<file path="config.mk">
export PLATFORM = sky130hd
export DESIGN_NAME = execute_scoreboard
export DESIGN_NICKNAME = d
export VERILOG_FILES = /design/src/rtl/pipeline_pkg.sv /design/src/rtl/scoreboard_entry.sv /design/src/rtl/execute_scoreboard.sv
export SDC_FILE = /design/constraint.sdc
export NUM_CORES = 1
export LEC_CHECK = 0
export CAP_MARGIN = 25
export CORE_AREA = 2 2 142 144
export CTS_CLUSTER_SIZE = 14
export DETAILED_ROUTE_END_ITERATION = 8
export DIE_AREA = 0 0 144 146
export HOLD_SLACK_MARGIN = 0.12
export PLACE_DENSITY = 0.54
export SLEW_MARGIN = 20
export SYNTH_ARGS = -nofsm -noshare
export SYNTH_HDL_FRONTEND = slang
export SYNTH_SLANG_ARGS = --single-unit
</file>
<file path="constraint.sdc">
create_clock -name clk -period 5.1 [get_ports clk]
set_input_delay 1.275 -clock clk [delete_from_list [all_inputs] [get_ports clk]]
set_output_delay 1.275 -clock clk [all_outputs]
set_load 0.02 [all_outputs]
</file>
<file path="src/rtl/pipeline_pkg.sv">
// Shared pipeline definitions: architectural register index width and type.
package pipeline_pkg;
  localparam int REG_IDX_W = 5;
  localparam int NUM_REGS  = 32;
  typedef logic [REG_IDX_W-1:0] reg_idx_t;
endpackage

</file>
<file path="src/rtl/scoreboard_entry.sv">
// One per-register outstanding-write counter: saturating up/down with clear,
// reporting busy (count > 0) and underflow (decrement requested at zero).
module scoreboard_entry #(
  parameter int MAX_COUNT = 3
) (
  input  logic       clk,
  input  logic       reset,
  input  logic       clear,
  input  logic       inc,
  input  logic       dec,
  output logic [1:0] count,
  output logic       busy,
  output logic       underflow
);
  logic       dec_ok;
  logic       inc_ok;
  logic [1:0] count_next;

  assign busy      = (count != 2'd0);
  assign underflow = dec && (count == 2'd0);
  assign dec_ok    = dec && (count != 2'd0);
  assign inc_ok    = inc && (count != 2'(MAX_COUNT));

  // Next count: a simultaneous valid inc and dec cancel out.
  always_comb begin
    count_next = count;
    case ({inc_ok, dec_ok})
      2'b10:   count_next = count + 2'd1;
      2'b01:   count_next = count - 2'd1;
      default: count_next = count;
    endcase
  end

  // Counter register; clear (flush) overrides inc and dec.
  always_ff @(posedge clk) begin
    if (reset) begin
      count <= 2'd0;
    end else if (clear) begin
      count <= 2'd0;
    end else begin
      count <= count_next;
    end
  end
endmodule

</file>
<file path="src/rtl/execute_scoreboard.sv">
// Register-hazard scoreboard and issue gate for the execute stage.
// Define SCOREBOARD_BYPASS_EN to let RAW checks see a same-cycle retire.
module execute_scoreboard
  import pipeline_pkg::*;
#(
  parameter int MAX_PER_REG = 3,
  parameter int DEPTH       = 4
) (
  input  logic                clk,
  input  logic                reset,
  input  logic                flush,
  input  logic                issue_req,
  input  reg_idx_t            issue_rd,
  input  reg_idx_t            issue_rs1,
  input  reg_idx_t            issue_rs2,
  input  logic                issue_use_rs1,
  input  logic                issue_use_rs2,
  output logic                issue_stall,
  output logic                issue_accept,
  input  logic                retire_valid,
  input  reg_idx_t            retire_rd,
  output logic [NUM_REGS-1:0] busy_mask,
  output logic [2:0]          inflight_count,
  output logic                error
);
  logic [1:0]          cnt [NUM_REGS];
  logic [NUM_REGS-1:0] underflow;
  logic [2:0]          total;
  logic                byp1, byp2;
  logic                raw1, raw2, full, cap;
  logic                track_inc, ret_ok;

  assign cnt[0]       = 2'd0;
  assign underflow[0] = 1'b0;
  assign busy_mask[0] = 1'b0;

  genvar r;
  generate
    for (r = 1; r < NUM_REGS; r++) begin : g_entry
      scoreboard_entry #(.MAX_COUNT(MAX_PER_REG)) u_entry (
        .clk       (clk),
        .reset     (reset),
        .clear     (flush),
        .inc       (track_inc && (issue_rd == REG_IDX_W'(r))),
        .dec       (retire_valid && (retire_rd == REG_IDX_W'(r))),
        .count     (cnt[r]),
        .busy      (busy_mask[r]),
        .underflow (underflow[r])
      );
    end
  endgenerate

`ifdef SCOREBOARD_BYPASS_EN
  assign byp1 = retire_valid && (retire_rd == issue_rs1);
  assign byp2 = retire_valid && (retire_rd == issue_rs2);
`else
  assign byp1 = 1'b0;
  assign byp2 = 1'b0;
`endif

  // A bypass hit lowers the effective RAW count by one; full/capacity use raw state.
  assign raw1 = issue_use_rs1 && (issue_rs1 != 5'd0) && (cnt[issue_rs1] > {1'b0, byp1});
  assign raw2 = issue_use_rs2 && (issue_rs2 != 5'd0) && (cnt[issue_rs2] > {1'b0, byp2});
  assign full = (issue_rd != 5'd0) && (cnt[issue_rd] == 2'(MAX_PER_REG));
  assign cap  = (total == 3'(DEPTH));

  assign issue_stall    = issue_req && (raw1 || raw2 || full || cap);
  assign issue_accept   = issue_req && !issue_stall && !flush;
  assign track_inc      = issue_accept && (issue_rd != 5'd0);
  assign ret_ok         = retire_valid && (retire_rd != 5'd0) && !(|underflow) && !flush;
  assign inflight_count = total;

  // Total in-flight count of tracked (rd != 0) instructions.
  always_ff @(posedge clk) begin
    if (reset) begin
      total <= 3'd0;
    end else if (flush) begin
      total <= 3'd0;
    end else begin
      case ({track_inc, ret_ok})
        2'b10:   total <= total + 3'd1;
        2'b01:   total <= total - 3'd1;
        default: total <= total;
      endcase
    end
  end

  // One-cycle error pulse after a retire against an idle register.
  always_ff @(posedge clk) begin
    if (reset) begin
      error <= 1'b0;
    end else begin
      error <= !flush && (|underflow);
    end
  end
endmodule

</file>
==> key figures <==
Run status
  – Status: finished, final reports clean

Layout
  – # fillers: 2018
  – Post-route design area: 7010 sq um
  – Area Overhead vs Synth: 22.4%
  – Ratio of cells with drive above 1 in the final layout: 13.5%
  – Final Util: 36.3%
  – Net count, final: 813

Setup path
  – Worst EP required: 3.83 ns
  – Worst Path Arrival: 3.68 ns
  – Critical Path End Type: output pin
  – CP max FO: 19
  – CP bufs+invs: 4
  – Critical path's slowest cell: clkdlybuf4s50_1
  – CP startpoint kind: input pin
  – Top Family by Delay on Critical Path: buffers and inverters
  – Critical path class: input pin to output pin
  – Worst reg2reg setup slack: 1.21 ns
  – Worst path max stage delay: 0.58 ns
  – Worst-path cell chain: clkdlybuf4s50_1 > buf_12 > nor3_1 > a2111oi_0 > a31oi_1 > and3_1 > o21bai_1 > a311oi_4 > buf_4 > nor2b_1 > clkdlybuf4s15_2

Routing
  – Top sig layer: met4
  – Routed wl met2: 9040 microns
  – DR vias/cell: 5.46
  – Detailed Routing Iterations Pass 1: 6
  – Initial drt markers: 567
  – Wirelength per Cell: 20.2 microns
  – Metal-1 WL: 8990 microns
  – Met3 WL: 1860 microns
  – Residual DRC count: 0
  – Post-route ant nets: 0
  – Final wirelength: 20700 microns
  – DR vias: 5591

Global route
  – GRT Residual Overflow: 0
  – Global-route wire length before repair: 31100 microns
  – Global Route Usage Sum: 19.7%
  – Initial antenna violation count: 1
  – Largest net degree at the start of global routing: 42
  – Vias in the first global route: 5192

Min path
  – Worst Hold Class: flip-flop to flip-flop

CTS
  – Sinks on Clock Net: 66
  – Clk slew on worst S/H paths: 0.06 ns
  – Root Buffer: clkbuf_16
  – Clock Latency Late Sink: 0.35 ns
  – CTS buffer count: 9
  – Clock buffer depth: 2
  – Clock tree from TritonCTS: done
  – CTS H-tree lvls: 3

Synth
  – Post-synth top flop: dfxtp_1
  – Syn_area_per_cell: 8.04 sq um
  – Yosys warns: 0
  – Yosys reg bits: 66
  – Post-Syn Area: 5730 sq um
  – Post-synth net total: 773
  – Cells after synthesis: 713
  – Post-synth EDFFs: 0
  – Ys async rst share: 0%
  – Netlist cell types: 60
  – Seq/Total Area, Yosys: 23.1%

Placed design
  – HPWL after DPL: 15800 microns
  – Placed Area: 6630 sq um
  – Placer Congestion: 0.942
  – # port buffers: 63

STA
  – Tcrit/Tclk final: 97.2%
  – Period minus WS final: 4.96 ns
  – Fin. Hold Viols: 0
  – Fmax: 0.202 GHz
  – Rel. slew slack: 46.0%
  – Final Setup Violations: 0
  – Fin. max-slew vios: 0
  – RSZ-0062 raised after global routing: no
  – Clk_skew: 0.00772 ns
  – Worst-margin pin slew: 0.808 ns

Power
  – Leakage: 2.48 nW
  – Pwr Density: 196 nW/um^2
  – Worst ir drop on vdd: 0.000119 V

Floorplan
  – Starting density of the core: 29.6%
  – Total core area: 19300 sq um
  – Row count: 51
  – Die area: 21000 sq um
  – Die width: 144 microns
  – Die H: 146 microns
  – Num ports: 65

Flow run
  – Maxcap violations: 0
-- cells in the mapped netlist (all sizes together), types with 2 or more instances --
cell      n  area share, %
o22ai     6           0.66
and3      2           0.22
a31oi     5           0.55
or3      32            3.5
nand2b   10            1.1
a211oi    3           0.39
a2111oi   7            1.1
and2      2           0.22
nand2    15           0.98
mux2i     6            1.0
or4       2           0.26
nand4b    3           0.46
nand4    24            2.8
nor2b     6           0.66
a21oi    66            5.8
dfxtp    66             23
xnor2    31            4.7
xor2     33            5.0
nand3b    2           0.26
o21ai    38            3.3
a22oi     2           0.26
buf      45            5.8
nand3    12            1.0
nand4bb   3           0.59
a221o     2           0.35
mux2      5            1.0
nor2     80            5.2
or2       6           0.66
ha       32            7.0
clkbuf   34            2.2
nor3b     6           0.79
nor4      5           0.55
mux4     20            8.0
o32ai     7            1.2
nor3     44            3.8
inv      34            2.2
-- tightest hold or removal path, delay by kind of cell, from the launching register on --
family	cells	cell delay, ns
compound gates	2	0.14
flops	1	0.33
-- report_power, final --
group / internal, W / total (W) / switching (W) / leakage (nW)
registers: 0.000517 / 0.000519 / 0.00000199 / 0.532
logic: 0.0000961 / 0.000225 / 0.000129 / 1.82
clock network: 0.000376 / 0.000632 / 0.000256 / 0.133
-- cell type report --
cell class                      instances  area (sq um)  share of cell area (%)
Timing Repair Buffer                  108          1100                    15.7
Inverter                               34           128                    1.82
Tap cell                              265           332                    4.73
Clock buffer                            9           225                    3.21
Clock inverter                          7          70.1                   0.999
Antenna cell                            1          2.50                  0.0357
Sequential cell                        66          1320                    18.8
Multi-Input combinational cell        534          3830                    54.7
-- through the flow --
| stage | total power [W] | setup TNS (ns) | hold WS (ns) | setup slack [ns] | cells |
|---|---|---|---|---|---|
| floorplan | 0.000652 | 0 | 0.475 | 0.668 | 713 |
| global placement | 0.000745 | -0.542 | 0.507 | -0.250 | 1004 |
| finish | 0.00138 | 0 | 0.518 | 0.142 | 1024 |
| detailed placement | 0.000745 | -0.626 | 0.511 | -0.269 | 1004 |
| CTS | 0.00138 | 0 | 0.520 | 0.0108 | 1020 |
| global route | 0.00143 | 0 | 0.569 | 0.0293 | 1023 |
-- metal layers --
metal / global-route usage (%) / vias to the layer above
met5: 0 / -
met4: 9.07 / 0
met3: 5.63 / 56
met2: 28.8 / 256
met1: 26.7 / 2641
li1: - / 2638
-- state kept, by name, indices dropped and copies added, names as in the netlist --
signal	count
inflight_count	3
error	1
g_entry.u_entry.count	62
-- cells by family after synthesis --
group	count (synthesis)	synth area share, %
AND/OR/NAND/NOR	258	23.8
AO/OA/AOI/OAI	147	15.6
buffers and inverters	113	10.3
flip-flops	66	23.1
XOR/XNOR	64	9.78
adder cells (fa/ha/maj)	33	7.34
multiplexers	31	10.1
other	1	0.0655
-- worst paths after layout --
| kind | from | endpoint | cells past startpoint |
|---|---|---|---|
| worst min-delay path | g_entry[8].u_entry.count[1]$_SDFFE_PP0P_ | g_entry[8].u_entry.count[1]$_SDFFE_PP0P_ | 2 |
| worst max register to register | g_entry[14].u_entry.count[0]$_SDFFE_PP0P_ | inflight_count[2]$_SDFFE_PP0P_ | 15 |
| worst min register to register | g_entry[8].u_entry.count[1]$_SDFFE_PP0P_ | g_entry[8].u_entry.count[1]$_SDFFE_PP0P_ | 2 |
| worst max-delay path | issue_rs2[1] | issue_stall | 11 |
-- repair_timing --
item	4_1_cts	5_1_grt
pin swaps	1	1
cloned	0	2
hold buffers	0	0
endpoints found under the setup margin	2	3
gates resized for setup	6	9
buffers inserted	0	1
-- cells in the final DEF, fill, tap and decap left out, types with 19 or more instances in the layout --
master	instances
mux4_2	19
o21ai_0	38
or3_1	32
nor2_1	80
dfxtp_1	66
nor3_1	44
a21oi_1	65
clkdlybuf4s50_1	59
buf_4	36
nand4_1	22
xnor2_1	31
ha_1	32
inv_1	34
xor2_1	33
Note: power is estimated with default switching activity, not from simulation.
